[src/rtl/shift_pkg.sv]
// Shared types and constants for the shift/rotate sequencer.
package shift_pkg;

  localparam int unsigned STEP_DEFAULT = 4;
  localparam int unsigned DATA_W       = 16;
  localparam int unsigned AMT_W        = 5;
  localparam int unsigned MODE_W       = 3;
  localparam int unsigned CNT_W        = 4;

  typedef enum logic [MODE_W-1:0] {
    MODE_SHL = 3'b000,
    MODE_ASR = 3'b001,
    MODE_LSR = 3'b010,
    MODE_ROL = 3'b011,
    MODE_ROR = 3'b100,
    MODE_RCL = 3'b101,
    MODE_RCR = 3'b110,
    MODE_ILL = 3'b111
  } mode_e;

  typedef enum logic [1:0] {
    ST_IDLE  = 2'd0,
    ST_SHIFT = 2'd1,
    ST_DONE  = 2'd2
  } state_e;

  // Carry sits above the data word so RCL/RCR see one 17-bit ring.
  typedef struct packed {
    logic              carry;
    logic [DATA_W-1:0] data;
  } work_t;

endpackage

[src/rtl/shift_sequencer_if.sv]
// Operation request / result handshake bundle for shift_sequencer.
interface shift_sequencer_if;
  import shift_pkg::*;

  logic              op_valid;
  logic              op_ready;
  logic [MODE_W-1:0] op_mode;
  logic [DATA_W-1:0] op_data;
  logic [AMT_W-1:0]  op_amt;
  logic              op_carry;
  logic              res_valid;
  logic              res_ready;
  logic [DATA_W-1:0] res_data;
  logic              res_carry;
  logic              res_zero;
  logic              res_neg;
  logic              res_err;

  modport master (
    output op_valid, op_mode, op_data, op_amt, op_carry, res_ready,
    input  op_ready, res_valid, res_data, res_carry, res_zero, res_neg, res_err
  );

  modport slave (
    input  op_valid, op_mode, op_data, op_amt, op_carry, res_ready,
    output op_ready, res_valid, res_data, res_carry, res_zero, res_neg, res_err
  );

endinterface

[src/rtl/shift_step.sv]
// Combinational pass applying 0..STEP single-bit operations to {carry,data}.
module shift_step
  import shift_pkg::*;
#(
  parameter int unsigned STEP = STEP_DEFAULT
) (
  input  mode_e              i_mode,
  input  work_t              i_work,
  input  logic [CNT_W-1:0]   i_cnt,
  output work_t              o_work
);

  function automatic work_t step1(mode_e m, work_t w);
    work_t r;
    r = w;
    case (m)
      MODE_SHL: r = {w.data[15], w.data[14:0], 1'b0};
      MODE_ASR: r = {w.data[0],  w.data[15],   w.data[15:1]};
      MODE_LSR: r = {w.data[0],  1'b0,         w.data[15:1]};
      MODE_ROL: r = {w.data[15], w.data[14:0], w.data[15]};
      MODE_ROR: r = {w.data[0],  w.data[0],    w.data[15:1]};
      MODE_RCL: r = {w.data[15], w.data[14:0], w.carry};
      MODE_RCR: r = {w.data[0],  w.carry,      w.data[15:1]};
      default:  r = w;
    endcase
    return r;
  endfunction

  work_t w_acc;

  // Unrolled chain; stages beyond i_cnt pass through unchanged.
  always_comb begin
    w_acc = i_work;
    for (int unsigned i = 0; i < STEP; i++) begin
      if (i < 32'(i_cnt)) w_acc = step1(i_mode, w_acc);
    end
    o_work = w_acc;
  end

endmodule

[src/rtl/shift_sequencer.sv]
// Multi-cycle shift/rotate sequencer: up to STEP bit positions per SHIFT cycle.
module shift_sequencer
  import shift_pkg::*;
#(
  parameter int unsigned STEP = STEP_DEFAULT
) (
  input logic              clk,
  input logic              rst,
  shift_sequencer_if.slave bus
);

  state_e             r_state;
  state_e             w_next;
  work_t              r_work;
  work_t              w_step_work;
  logic [AMT_W-1:0]   r_rem;
  mode_e              r_mode;
  logic               r_err;
  mode_e              w_mode_in;
  logic               w_accept;
  logic [CNT_W-1:0]   w_step_cnt;

  assign w_mode_in  = mode_e'(bus.op_mode);
  assign w_accept   = bus.op_valid && (r_state == ST_IDLE);
  assign w_step_cnt = (r_rem < AMT_W'(STEP)) ? CNT_W'(r_rem) : CNT_W'(STEP);

  shift_step #(.STEP(STEP)) u_step (
    .i_mode (r_mode),
    .i_work (r_work),
    .i_cnt  (w_step_cnt),
    .o_work (w_step_work)
  );

  always_ff @(posedge clk) begin
    if (rst) r_state <= ST_IDLE;
    else     r_state <= w_next;
  end

  always_comb begin
    w_next = r_state;
    case (r_state)
      ST_IDLE: begin
        if (w_accept) begin
          if (w_mode_in == MODE_ILL || bus.op_amt == '0) w_next = ST_DONE;
          else                                           w_next = ST_SHIFT;
        end
      end
      ST_SHIFT: if (r_rem == AMT_W'(w_step_cnt)) w_next = ST_DONE;
      ST_DONE:  if (bus.res_ready) w_next = ST_IDLE;
      default:  w_next = ST_IDLE;
    endcase
  end

  // Work register is only disturbed by accept and by SHIFT cycles, so it holds in DONE.
  always_ff @(posedge clk) begin
    if (rst) begin
      r_work <= '0;
      r_rem  <= '0;
      r_mode <= MODE_SHL;
      r_err  <= 1'b0;
    end else if (w_accept) begin
      r_work <= {bus.op_carry, bus.op_data};
      r_rem  <= bus.op_amt;
      r_mode <= w_mode_in;
      r_err  <= (w_mode_in == MODE_ILL);
    end else if (r_state == ST_SHIFT) begin
      r_work <= w_step_work;
      r_rem  <= r_rem - AMT_W'(w_step_cnt);
    end
  end

  // Result fields are gated to zero whenever no result is being presented.
  assign bus.op_ready  = (r_state == ST_IDLE);
  assign bus.res_valid = (r_state == ST_DONE);
  assign bus.res_data  = bus.res_valid ? r_work.data : '0;
  assign bus.res_carry = bus.res_valid & r_work.carry;
  assign bus.res_zero  = bus.res_valid & (r_work.data == '0);
  assign bus.res_neg   = bus.res_valid & r_work.data[DATA_W-1];
  assign bus.res_err   = bus.res_valid & r_err;

endmodule

[src/flat_wrapper.sv]
// flat-port wrapper written by rule: the top's interface ports become plain ports
module shift_sequencer_flat import shift_pkg::*;
#(
  parameter int unsigned STEP = STEP_DEFAULT
)
  (clk, rst, bus_op_valid, bus_op_mode, bus_op_data, bus_op_amt, bus_op_carry, bus_res_ready, bus_op_ready, bus_res_valid, bus_res_data, bus_res_carry, bus_res_zero, bus_res_neg, bus_res_err);
  shift_sequencer_if bus_i ();
  input logic clk;
  input logic rst;
  input wire logic [$bits(bus_i.op_valid)-1:0] bus_op_valid;
  input wire logic [$bits(bus_i.op_mode)-1:0] bus_op_mode;
  input wire logic [$bits(bus_i.op_data)-1:0] bus_op_data;
  input wire logic [$bits(bus_i.op_amt)-1:0] bus_op_amt;
  input wire logic [$bits(bus_i.op_carry)-1:0] bus_op_carry;
  input wire logic [$bits(bus_i.res_ready)-1:0] bus_res_ready;
  output wire logic [$bits(bus_i.op_ready)-1:0] bus_op_ready;
  output wire logic [$bits(bus_i.res_valid)-1:0] bus_res_valid;
  output wire logic [$bits(bus_i.res_data)-1:0] bus_res_data;
  output wire logic [$bits(bus_i.res_carry)-1:0] bus_res_carry;
  output wire logic [$bits(bus_i.res_zero)-1:0] bus_res_zero;
  output wire logic [$bits(bus_i.res_neg)-1:0] bus_res_neg;
  output wire logic [$bits(bus_i.res_err)-1:0] bus_res_err;
  assign bus_i.op_valid = bus_op_valid;
  assign bus_i.op_mode = bus_op_mode;
  assign bus_i.op_data = bus_op_data;
  assign bus_i.op_amt = bus_op_amt;
  assign bus_i.op_carry = bus_op_carry;
  assign bus_i.res_ready = bus_res_ready;
  assign bus_op_ready = bus_i.op_ready;
  assign bus_res_valid = bus_i.res_valid;
  assign bus_res_data = bus_i.res_data;
  assign bus_res_carry = bus_i.res_carry;
  assign bus_res_zero = bus_i.res_zero;
  assign bus_res_neg = bus_i.res_neg;
  assign bus_res_err = bus_i.res_err;
  shift_sequencer #(.STEP(STEP)) u_core (.clk(clk), .rst(rst), .bus(bus_i));
endmodule
[config.mk]
export PLATFORM = sky130hd
export DESIGN_NAME = shift_sequencer_flat
export DESIGN_NICKNAME = d
export VERILOG_FILES = /design/src/rtl/shift_pkg.sv /design/src/rtl/shift_sequencer_if.sv /design/src/rtl/shift_step.sv /design/src/rtl/shift_sequencer.sv /design/src/flat_wrapper.sv
export SDC_FILE = /design/constraint.sdc
export NUM_CORES = 1
export LEC_CHECK = 0
export BUFFER_PORTS_ARGS = -buffer_cell sky130_fd_sc_hd__buf_4
export CAP_MARGIN = 10
export CORE_MARGIN = 4
export CORE_UTILIZATION = 58
export DETAILED_ROUTE_END_ITERATION = 12
export PLACE_DENSITY = 0.8
export SLEW_MARGIN = 15
export SYNTH_ARGS = -nofsm -noshare
export SYNTH_HDL_FRONTEND = slang
export SYNTH_SLANG_ARGS = --single-unit
export TNS_END_PERCENT = 50
[constraint.sdc]
create_clock -name clk -period 4.9 [get_ports clk]
set_input_delay 0.735 -clock clk [delete_from_list [all_inputs] [get_ports clk]]
set_output_delay 0.735 -clock clk [all_outputs]
set_load 0.02 [all_outputs]
==> metrics.yaml <==
holdPathStages: 2
cpPeakStageDelay_ns: 0.77
dr.first_iter.drc_count: 791
totalWireLength_um: 17220
diodes: 0
antenna_found_initial: 0
viasPerCell: 7.492
rsz0062_at_grt: "no"
initial_core_util_pct: 60.81
cp.buffers_inverters: 1
grt_use_total_pct: 38.63
postCtsHoldBufs: 0
worst_ep_arrival_time_ns: 3.73
grt_max_degree: 47
synth-edff-count: 0
async_reset_ff_share_pct: 0
tritoncts: "built"
core_area_um2: 6944
finalSetupTns_ns: 0
synth_xor_area_share_pct: 0.8000
vias: 5447
die_h_um: 93.33
r2r_start: "u_core.r_mode[0]$_SDFFE_PP0P_"
yosys.cell_types.count: 87
finClkSkew_ns: 0.006603
critPathCaptureType: "register"
start_kind: "register"
io_buffers: 50
synth_compound_area_share_pct: 43.97
vdd_drop_max_uv: 224.7
path_cells: "buf_4, or3_1, and2_1, o21ai_0, o32ai_1, o31ai_1, a21oi_1, o221ai_1, a32oi_1"
first_pass_iters: 6
critical_path_required_ns: 5.12
hold_slack_ns: 0.4743
hold_violations: 0
dp_cells: 723
cts_max_level: 1
clockBufferDepth: 2
root_buffer: "clkbuf_8"
worstSkewPairLatency_ns: 0.29
grt_overflow_total: 0
final_cell_mix: "nand2_1, buf_4, a21oi_1, nor2_1, o21ai_0"
yosysSeqAreaShare_pct: 13.27
hpwl_um: 12060
slowest_stage: "and2_1"
cts_resized: 0
path_max_fanout: 26
ys.flop_type: "dfxtp_1"
grt_pass1_wl_um: 26890
slew_viol_final: 0
row_count: 30
grt_pass1_vias: 5036
min_period_over_period_pct: 71.73
cp_top_family: "compound AO/OA/AOI/OAI gates"
num-fill-cells: 646
yosys_warnings: 0
drive_gt1_share_pct: 13.79
io_pins: 51
power.leakage_nw: 1.668
ys_seq_elements: 28
routabilityCongestion: 1.067
power_density_nw_per_um2: 353.1
place_ws_ns: 1.564
post_cts_buffers: 0
yosys.area_share.simple_pct: 31.91
die_w_um: 93.33
final_nets: 662
hold_path.startpoint: "u_core.r_err$_SDFFE_PP0P_"
drc: 0
path_class: "register to register"
fin_crit_ns: 3.515
clk_pin_slew_ns: 0.12
holdCritPathClass: "register to register"
fin_cells: 727
synthToLayoutAreaGrowth_pct: 7.407
cts_buffers: 3
syn_area_per_cell_um2: 6.650
setup_violations: 0
synth_fa_ha_area_share_pct: 0.5333
clock.fmax_mhz: 284.5
netlist_instances: 635
wire_per_inst_um: 23.69
slew_headroom_pct: 31.38
ant_nets: 0
cp-startpoint: "u_core.r_mode[0]$_SDFFE_PP0P_"
die-area_um2: 8710
synth_top_family_by_area: "compound AO/OA/AOI/OAI gates"
synth.area.mux_share_pct: 0.7407
synth_area_um2: 4223
path_depth: 9
clkSinkCount: 28
syn-num-nets: 665
postLayoutSetupSlackWorst_ns: 1.385
rr_worst_depth: 9
status: "completed"
tightest_slew_ns: 1.029
drv_cap: 0
metal layers:
metal / track usage, % / routed length [µm]
met1: 52.66 / 6746
met2: 57.24 / 7189
met3: 10.62 / 2623
met4: 14.65 / 632
met5: 3.205 / 31
power by group:
group	switching, mW	total, mW	leakage [nW]	internal [mW]
registers	0.0940	0.352	0.230	0.258
logic	0.703	1.05	1.40	0.348
clock network	0.0895	0.199	0.0357	0.110
worst paths after layout:
| path | to | slack, ns |
|---|---|---|
| hold / removal | u_core.r_err$_SDFFE_PP0P_ | 0.47 |
| hold reg to reg | u_core.r_err$_SDFFE_PP0P_ | 0.47 |
| setup / recovery | u_core.r_work[3]$_SDFFE_PP0P_ | 1.39 |
| setup reg to reg | u_core.r_work[3]$_SDFFE_PP0P_ | 1.39 |
state kept, by name, summed over array words and instances, names as in the netlist:
signal,cells
u_core.r_err,1
u_core.r_mode,3
u_core.r_rem,5
u_core.r_state,2
u_core.r_work,17
per-stage QoR:
step | power, mW | utilization [%] | area [µm²]
global placement | 1.335 | 64.29 | 4464
global route | 1.676 | 65.32 | 4536
finish | 1.601 | 65.32 | 4536
CTS | 1.536 | 65.32 | 4536
floorplan | 1.079 | - | 4223
detailed placement | 1.338 | 64.29 | 4464
worst min-delay path, cell delays in order, from the launching register on:
cell	delay (ns)
dfxtp_1	0.33
nand2_1	0.05
a21oi_1	0.05
cells by family (layout without fill, tap and decap cells):
logic type,count (synthesis),in the layout
compound gates,266,266
simple gates,255,255
buf+inv,77,73
flops,28,28
xor+xnor,3,3
mux,3,3
fa+ha+maj,2,2
other cells,1,1
layout make-up:
type,count,area (µm²),area share (%)
multi-input cells,530,3296,72.66
flip-flops and latches,28,560.5,12.36
repair buffers,61,457.9,10.10
well taps,96,120.1,2.648
clock inverters,1,30.03,0.6621
clock buffers,3,41.29,0.9103
inverters,8,30.03,0.6621
synthesized netlist by cell type (4+ instances only):
| cell type | n | share of area (%) |
|---|---|---|
| nand2_1 | 61 | 5.4 |
| a21oi_1 | 60 | 7.1 |
| nor2_1 | 57 | 5.1 |
| o21ai_0 | 39 | 4.6 |
| clkbuf_1 | 35 | 3.1 |
| dfxtp_1 | 28 | 13 |
| and2_1 | 25 | 3.7 |
| a211oi_1 | 20 | 3.6 |
| buf_2 | 20 | 2.4 |
| nor3_1 | 18 | 2.1 |
| o211ai_1 | 18 | 3.2 |
| nand3_1 | 17 | 2.0 |
| o21ai_1 | 17 | 2.0 |
| nor2b_1 | 12 | 1.8 |
| a221oi_1 | 11 | 2.3 |
| and3_1 | 11 | 1.6 |
| a31oi_1 | 10 | 1.5 |
| and3b_1 | 10 | 2.1 |
| a22oi_1 | 9 | 1.6 |
| inv_1 | 8 | 0.71 |
| o32ai_1 | 8 | 1.7 |
| nand2b_1 | 7 | 1.0 |
| nand3b_1 | 7 | 1.2 |
| nor4_1 | 7 | 1.0 |
| o31ai_1 | 7 | 1.2 |
| buf_4 | 6 | 1.1 |
| a221o_1 | 5 | 1.2 |
| a32oi_1 | 5 | 1.0 |
| a211o_1 | 4 | 0.83 |
| buf_1 | 4 | 0.36 |
| buf_6 | 4 | 1.1 |
| nor3b_1 | 4 | 0.71 |
| o21bai_1 | 4 | 0.71 |
| or3_1 | 4 | 0.59 |
No activity file was read; power rests on OpenSTA's default activity.
